**config.mk**
```make
export PLATFORM = sky130hd
export DESIGN_NAME = siso_shift_ctrl_flat
export DESIGN_NICKNAME = d
export VERILOG_FILES = /design/src/rtl/siso_shift_ctrl_if.sv /design/src/rtl/siso_shift_ctrl.sv /design/src/flat_wrapper.sv
export SDC_FILE = /design/constraint.sdc
export NUM_CORES = 1
export LEC_CHECK = 0
export ABC_AREA = 1
export CAP_MARGIN = 0
export CORE_UTILIZATION = 45
export DETAILED_ROUTE_END_ITERATION = 7
export PLACE_DENSITY_LB_ADDON = 0.05
export RECOVER_POWER = 25
export SETUP_SLACK_MARGIN = 0.4
export SYNTH_ARGS = -nofsm -noshare
export SYNTH_HDL_FRONTEND = slang
export SYNTH_SLANG_ARGS = --single-unit
export TNS_END_PERCENT = 100
```
**constraint.sdc**
```tcl
create_clock -name clk -period 1.3 [get_ports clk]
set_input_delay 0.13 -clock clk [delete_from_list [all_inputs] [get_ports clk]]
set_output_delay 0.13 -clock clk [all_outputs]
set_load 0.1 [all_outputs]
```
**src/rtl/siso_shift_ctrl_if.sv**
```systemverilog
// Word-level handshake and serial chain signals between a producer/consumer,
// the SISO shift controller and the attached shift chain.
interface siso_shift_ctrl_if #(
  parameter int unsigned WIDTH = 8
);
  logic             in_valid;
  logic             in_ready;
  logic [WIDTH-1:0] in_data;
  logic             sr_i;
  logic             sr_o;
  logic             out_valid;
  logic             out_ready;
  logic [WIDTH-1:0] out_data;
  logic             busy;

  // Controller side.
  modport slave (
    input  in_valid, in_data, sr_o, out_ready,
    output in_ready, sr_i, out_valid, out_data, busy
  );

  // Producer/consumer and chain side.
  modport master (
    output in_valid, in_data, sr_o, out_ready,
    input  in_ready, sr_i, out_valid, out_data, busy
  );
endinterface

```
**src/rtl/siso_shift_ctrl.sv**
```systemverilog
// Sequencer for a free-running DEPTH-stage SISO shift chain: serialises one
// word MSB-first into the chain, captures the chain output DEPTH cycles later
// and presents the reassembled word on a valid/ready port.
module siso_shift_ctrl #(
  parameter int unsigned WIDTH = 8,
  parameter int unsigned DEPTH = 4
) (
  input  logic             clk,
  input  logic             rst,
  siso_shift_ctrl_if.slave bus
);

  localparam int unsigned CW = $clog2(WIDTH + DEPTH + 1);

  // r_cnt holds (cycle - 1) while in SEND/DRAIN, cycle 0 being the accept cycle.
  localparam logic [CW-1:0] LastSend  = CW'(WIDTH - 1);
  localparam logic [CW-1:0] LastDrain = CW'(WIDTH + DEPTH - 1);
  localparam logic [CW-1:0] CapLo     = CW'(DEPTH);
  localparam logic [CW-1:0] CapHi     = CW'(DEPTH + WIDTH - 1);

  typedef enum logic [1:0] {StIdle, StSend, StDrain, StDone} state_e;

  state_e           r_state;
  logic [CW-1:0]    r_cnt;
  logic [WIDTH-1:0] r_word;
  logic [WIDTH-1:0] r_cap;
  logic             r_sr_i;
  logic             r_in_ready;
  logic             r_out_valid;
  logic             r_busy;
  logic             w_cap_en;

  // Capture window: sr_o is only looked at here, so X outside it never enters r_cap.
  always_comb begin
    w_cap_en = ((r_state == StSend) || (r_state == StDrain)) &&
               (r_cnt >= CapLo) && (r_cnt <= CapHi);
  end

  // Controller FSM with registered outputs; r_word pre-shifted so its MSB is the next bit.
  always_ff @(posedge clk) begin
    if (!rst) begin
      r_state     <= StIdle;
      r_cnt       <= '0;
      r_word      <= '0;
      r_cap       <= '0;
      r_sr_i      <= 1'b0;
      r_in_ready  <= 1'b1;
      r_out_valid <= 1'b0;
      r_busy      <= 1'b0;
    end else begin
      if (w_cap_en) begin
        r_cap <= (r_cap << 1) | WIDTH'(bus.sr_o);
      end
      unique case (r_state)
        StIdle: begin
          if (bus.in_valid) begin
            r_word     <= bus.in_data << 1;
            r_sr_i     <= bus.in_data[WIDTH-1];
            r_cnt      <= '0;
            r_state    <= StSend;
            r_in_ready <= 1'b0;
            r_busy     <= 1'b1;
          end
        end
        StSend: begin
          r_cnt <= r_cnt + CW'(1);
          if (r_cnt == LastSend) begin
            r_sr_i  <= 1'b0;
            r_state <= StDrain;
          end else begin
            r_sr_i <= r_word[WIDTH-1];
            r_word <= r_word << 1;
          end
        end
        StDrain: begin
          r_cnt <= r_cnt + CW'(1);
          if (r_cnt == LastDrain) begin
            r_state     <= StDone;
            r_out_valid <= 1'b1;
          end
        end
        StDone: begin
          if (bus.out_ready) begin
            r_state     <= StIdle;
            r_out_valid <= 1'b0;
            r_in_ready  <= 1'b1;
            r_busy      <= 1'b0;
          end
        end
        default: r_state <= StIdle;
      endcase
    end
  end

  assign bus.in_ready  = r_in_ready;
  assign bus.sr_i      = r_sr_i;
  assign bus.out_valid = r_out_valid;
  assign bus.out_data  = r_cap;
  assign bus.busy      = r_busy;

endmodule

```
**src/flat_wrapper.sv**
```systemverilog
// flat-port wrapper written by rule: the top's interface ports become plain ports
module siso_shift_ctrl_flat 
#(
  parameter int unsigned WIDTH = 8,
  parameter int unsigned DEPTH = 4
)
  (clk, rst, bus_in_valid, bus_in_data, bus_sr_o, bus_out_ready, bus_in_ready, bus_sr_i, bus_out_valid, bus_out_data, bus_busy);
  siso_shift_ctrl_if #(.WIDTH(WIDTH)) bus_i ();
  input  logic clk;
  input  logic rst;
  input wire logic [$bits(bus_i.in_valid)-1:0] bus_in_valid;
  input wire logic [$bits(bus_i.in_data)-1:0] bus_in_data;
  input wire logic [$bits(bus_i.sr_o)-1:0] bus_sr_o;
  input wire logic [$bits(bus_i.out_ready)-1:0] bus_out_ready;
  output wire logic [$bits(bus_i.in_ready)-1:0] bus_in_ready;
  output wire logic [$bits(bus_i.sr_i)-1:0] bus_sr_i;
  output wire logic [$bits(bus_i.out_valid)-1:0] bus_out_valid;
  output wire logic [$bits(bus_i.out_data)-1:0] bus_out_data;
  output wire logic [$bits(bus_i.busy)-1:0] bus_busy;
  assign bus_i.in_valid = bus_in_valid;
  assign bus_i.in_data = bus_in_data;
  assign bus_i.sr_o = bus_sr_o;
  assign bus_i.out_ready = bus_out_ready;
  assign bus_in_ready = bus_i.in_ready;
  assign bus_sr_i = bus_i.sr_i;
  assign bus_out_valid = bus_i.out_valid;
  assign bus_out_data = bus_i.out_data;
  assign bus_busy = bus_i.busy;
  siso_shift_ctrl #(.WIDTH(WIDTH), .DEPTH(DEPTH)) u_core (.clk(clk), .rst(rst), .bus(bus_i));
endmodule
```
# ---- After elaboration in Yosys (flattened, before gate mapping)
# Cells that the tools add are included.
dict set report op_classes {
  bitwise 1
  shift 0
  addsub 1
  div_mod_pow 0
  reduce_logical 15
  eq_ne 10
  mul 0
  magnitude_cmp 2
  muxes 21
}
# op count
set op_table {}
lappend op_table {{$mux 8} 2}
lappend op_table {{$pmux 8 s2} 1}
lappend op_table {{$ne 2x2->1 const B} 5}
lappend op_table {{$reduce_and 3->1} 3}
lappend op_table {{$mux 2} 4}
lappend op_table {{$or 8x1->8} 1}
lappend op_table {{$pmux 1 s2} 4}
lappend op_table {{$pmux 2 s4} 1}
lappend op_table {{$pmux 4 s2} 1}
lappend op_table {{$reduce_bool 2->1} 4}
lappend op_table {{$mux 1} 7}
lappend op_table {{$add 4x1->4 const B} 1}
lappend op_table {{$eq 2x2->1 const B} 2}
lappend op_table {{$eq 4x3->1 const B} 1}
lappend op_table {{$eq 4x4->1 const B} 1}
lappend op_table {{$ge 4x3->1 const B} 1}
lappend op_table {{$le 4x4->1 const B} 1}
lappend op_table {{$mux 4} 1}
lappend op_table {{$reduce_and 2->1} 2}
lappend op_table {{$reduce_and 4->1} 1}
lappend op_table {{$eq 2x1->1 const B} 1}
lappend op_table {{$logic_and 1x1->1} 2}
lappend op_table {{$logic_not 2->1} 1}
lappend op_table {{$reduce_or 2->1} 1}
lappend op_table {{$logic_or 1x1->1} 1}
dict set report totals {
  wordCells 58
  register_bits 26
  output_inout_bits 12
  latchBits 0
  memories 0
  mem_bits_ro 0
  input_bits 13
  mem_bits_rw 0
}

# ---- Logic depth before layout (Yosys ltp)
dict set report logic_depth {
  word_depth 4
  depth_mapped 10
  ltp_nobuf 9
}

# ---- Least setup slack after synthesis
# Ideal clock, no wire load.
dict set report synth_timing {
  kind {register -> register}
  from {reg u_core.r_cap[0], in the netlist u_core.bus.out_data[0]}
  to {reg u_core.r_cap[1], in the netlist u_core.bus.out_data[1]}
  setup_time_ns 0.071
  n_path_buf 0
  t_arrival_ns 1.262
  period_less_slack_ns 1.333
  stages_incl_launch_ff 3
  path_slack_ns -0.033
  t_required_ns 1.229
  path_cell_list {dfxtp_1 o21ai_0 a21oi_1}
}
dict set report synth_between {
  elab_chain_cells 1
}
# element line_no
set synth_rtl {}
lappend synth_rtl {{from (decl)} siso_shift_ctrl.sv:26} ;# logic [WIDTH-1:0] r_cap;
lappend synth_rtl {{from (signal assigned)} siso_shift_ctrl.sv:52} ;# r_cap <= (r_cap << 1) | WIDTH'(bus.sr_o);
lappend synth_rtl {{$or 8x1->8} siso_shift_ctrl.sv:52}
# No other way between the ends.
# A chain may end at the register's enable or synchronous reset.

# ---- Final worst setup path
dict set report layout_timing {
  from {reg u_core.r_state[0]}
  to {reg u_core.r_cnt[2]}
}
dict set report layout_between {
  elab_chain_cells 4
  elab_cells_between_ends 8
  cone_classes {eq/ne (3); mux (1); reduce/logical (4)}
}
# element line_no
set layout_rtl {}
lappend layout_rtl {{from (decl)} siso_shift_ctrl.sv:23} ;# state_e r_state;
lappend layout_rtl {{from (signal assigned)} siso_shift_ctrl.sv:42} ;# r_state <= StIdle;
lappend layout_rtl {{from (signal assigned)} siso_shift_ctrl.sv:60} ;# r_state <= StSend;
lappend layout_rtl {{from (signal assigned)} siso_shift_ctrl.sv:69} ;# r_state <= StDrain;
lappend layout_rtl {{$eq 2x2->1 / $eq 2x1->1 (equally long branches)} siso_shift_ctrl.sv:54} ;# unique case (r_state)
lappend layout_rtl {{$reduce_or 2->1 (no line)} -}
lappend layout_rtl {{$reduce_bool 2->1 (no line)} -}
lappend layout_rtl {{$reduce_and 2->1 (no line)} -}
lappend layout_rtl {{to (signal assigned)} siso_shift_ctrl.sv:66} ;# r_cnt <= r_cnt + CW'(1);
lappend layout_rtl {{to (signal assigned)} siso_shift_ctrl.sv:76} ;# r_cnt <= r_cnt + CW'(1);
lappend layout_rtl {{to (decl)} siso_shift_ctrl.sv:24} ;# logic [CW-1:0] r_cnt;
# Several ways; a longest one is shown, not always the timed one.

==> flow_summary.json <==
{
  "die_x_um": 53.67,
  "drc": 0,
  "worstSetupPathType": "flop to flop",
  "finalWorstSetupSlack_ps": -79.08,
  "finalHoldViolCount": 0,
  "synthTopCellsByCount": "37 x nand2_1, 25 x dfxtp_1, 24 x nor2_1, 21 x inv_1, 18 x o21ai_0",
  "synthTopCellsByArea": "dfxtp_1 42%, nand2_1 12%, o21ai_0 7.5%",
  "crit_arrival_ps": 1600,
  "crit_family": "flip-flops",
  "wl_per_cell_um": 14.54,
  "postSynthAreaPerCell_sq_um": 7.107,
  "dpl.hpwl_um": 1979,
  "synth.top_cell.area_share_pct": 41.67,
  "failed_checks": "negative setup slack",
  "fin_hold_ws_ps": 418.6,
  "n_fill_cell": 148,
  "fp-row-count": 18,
  "root_buffer": "clkbuf_4",
  "min_period_ps": 1379,
  "crit_path_max_incr_delay_ps": 420,
  "skew_ps": 2.296,
  "synthFlopType": "dfxtp_1",
  "worstSetupStartpointType": "flop",
  "rsz0062_at_grt": "yes",
  "postSynthCellCount": 169,
  "floorplan.initialDensity_pct": 48.05,
  "cp_slowest_cell": "dfxtp_4",
  "antenna_found_initial": 0,
  "initialDrtViolationCount": 25,
  "fin_crit_sh_pct": 106.1,
  "grt_pass1_wl_um": 4926,
  "clock_power_share_pct": 9.1,
  "grt_max_degree": 14,
  "die_area_sq_um": 2880,
  "ys_seq_area_share_pct": 41.67,
  "fp.dieH_um": 53.67,
  "timing_worst_slew_pin_value_ps": 296.6,
  "slew_headroom_pct": 80.17,
  "via_per_inst": 5.258,
  "cts.hold.buffers_added": 0,
  "cts_buffers": 3,
  "maxSlewViolCount": 0,
  "ant_nets": 0,
  "grt_util_all_layers_pct": 24.19,
  "io_pins": 25,
  "port_buffers": 24,
  "crit_path_end_kind": "flop",
  "cts_tree": "done",
  "holdCritPathClass": "input port to flop",
  "intPower_uw": 2178,
  "syn_nets": 187,
  "placed_area_sq_um": 1740,
  "yosysUniqueCellTypes": 22,
  "drt_wl_total_um": 3607,
  "required_ps": 1530,
  "max-clock-path-buffers": 2,
  "n_antenna_cell": 0,
  "synth_top_cell_by_area": "dfxtp_1",
  "nNetsFinal": 237,
  "power_density_nw_per_um2": 1926,
  "clkTransAtPathRegs_ps": 140,
  "synth-edff-count": 0,
  "p_leak_uw": 0.0008392,
  "final_cell_area_sq_um": 2077,
  "path_cells": "inv_4 > ha_4 > inv_4 > o21ai_4 > nand2_1 > nor2_1 > nor3_1",
  "cp.buffers_inverters": 2,
  "drt_first_pass_iters": 4,
  "yosysMostFrequentCell": "nand2_1",
  "postLayoutCoreUtil_pct": 83.08,
  "final_layout_size_suffix_gt1_share_pct": 49.54,
  "path_max_fanout": 5,
  "grt_pass1_vias": 1191,
  "status": "complete, but fails checks",
  "grt_overflow": 0,
  "insertion_delay_ps": 320,
  "area_growth_syn_to_layout_pct": 72.92,
  "swShare_pct": 45.56,
  "vias": 1304,
  "tns_ps": -446.1,
  "p_sw_uw": 1822,
  "core_sq_um": 2500,
  "place.gp.congestion": 0.8744,
  "ir_drop_mv": 1.633,
  "finalSetupViolations": 11,
  "ys_async_sr_fraction_pct": 0,
  "htreeDepth": 1,
  "syn_area_sq_um": 1201,
  "p_seq_share_pct": 29.4,
  "clock-sinks": 25,
  "critPathMostFrequentCell": "inv_4",
  "fmaxAchievable_ghz": 0.7251,
  "synth_seq_cells": 25,
  "combPwrFrac_pct": 61.5,
  "drv_cap": 0,
  "yosysWarnings": 0
}
==> per-layer routing <==
layer  track usage (%)  vias up  wire length [um]  share of wire, %
met5                 0        -                 0                 0
met4             10.53        0                42               1.2
met3             4.520        6               131               3.6
met2             48.15       31              1972                55
met1             23.50      625              1460                40
li1                  -      642                 -                 -
==> through the flow <==
step                      cells  worst slack, ps  total power [uW]
final                       248           -79.08              4000
after global routing        248           -113.2              4169
after CTS                   243           -16.46              3667
after detailed placement    225           -50.06              2891
after global placement      225            10.60              2838
after floorplan             169            61.38              2401
==> state kept, by name, summed over array words and instances (netlist names) <==
name,flops
u_core.bus.busy,1
u_core.bus.in_ready,1
u_core.bus.out_data,8
u_core.bus.out_valid,1
u_core.bus.sr_i,1
u_core.r_cnt,4
u_core.r_state,2
u_core.r_word,7
==> area by class of cell <==
type	instances	area (sq um)	area share, %
Clock buffer	4	26.28	1.265
Timing Repair Buffer	48	525.5	25.30
Tap cell	30	37.54	1.807
Inverter	23	106.4	5.120
Multi-Input combinational cell	118	838.3	40.36
Sequential cell	25	543.0	26.14
==> layout by cell type (no fill, tap or decap), types with 3 or more instances in the layout <==
master | netlist | routed
buf_12 | 0 | 9
clkdlybuf4s50_1 | 0 | 12
dfxtp_1 | 25 | 9
inv_1 | 21 | 16
nor2_2 | 0 | 3
nand2_4 | 1 | 5
buf_4 | 0 | 17
ha_4 | 0 | 5
buf_6 | 2 | 6
nor2_1 | 24 | 19
dfxtp_4 | 0 | 9
nand2_1 | 37 | 30
o21ai_1 | 1 | 6
a21oi_2 | 0 | 8
inv_4 | 0 | 3
o21ai_2 | 2 | 11
dfxtp_2 | 0 | 7
nand2_2 | 1 | 4
clkbuf_4 | 0 | 7
a21oi_1 | 15 | 6
==> worst register-to-register path: stages (launching register included) <==
cell	delay, ps
dfxtp_4	420
inv_4	50
ha_4	300
inv_4	60
o21ai_4	180
nand2_1	100
nor2_1	130
nor3_1	60
==> logic make-up after synthesis <==
family / Yosys count / synth area share [%]
AOI/OAI and AO/OA: 40 / 18.13
adders and majority gates: 5 / 5.208
buffers and inverters: 27 / 10.10
DFF: 25 / 41.67
and+or+nand+nor: 72 / 24.90
==> power by group through the flow <==
| stage | combinational [uW] | sequential (uW) | clock (uW) |
|---|---|---|---|
| final | 2460 | 1180 | 364 |
| after global placement | 1690 | 1140 | 0 |
| after CTS | 2160 | 1140 | 369 |
| after global routing | 2580 | 1190 | 393 |
| after floorplan | 965 | 1440 | 0 |
| after detailed placement | 1730 | 1160 | 0 |
==> final timing paths <==
| kind | from | endpoint | slack [ps] | depth (start not counted) |
|---|---|---|---|---|
| max | u_core.r_state[0] | u_core.r_cnt[2] | -80 | 7 |
| min | bus_sr_o | u_core.bus.out_data[0] | 420 | 3 |
| max reg2reg | u_core.r_state[0] | u_core.r_cnt[2] | -80 | 7 |
| min reg2reg | u_core.r_cnt[0] | u_core.r_cnt[0] | 470 | 1 |
==> repair_timing <==
item / 4_1_cts / 5_1_grt
resized for setup: 40 / 24
buffers inserted: 13 / 5
cloned: 1 / 0
pin swaps: 13 / 16
setup endpoints to repair: 37 / 37
(Power assumes the default switching activity.)
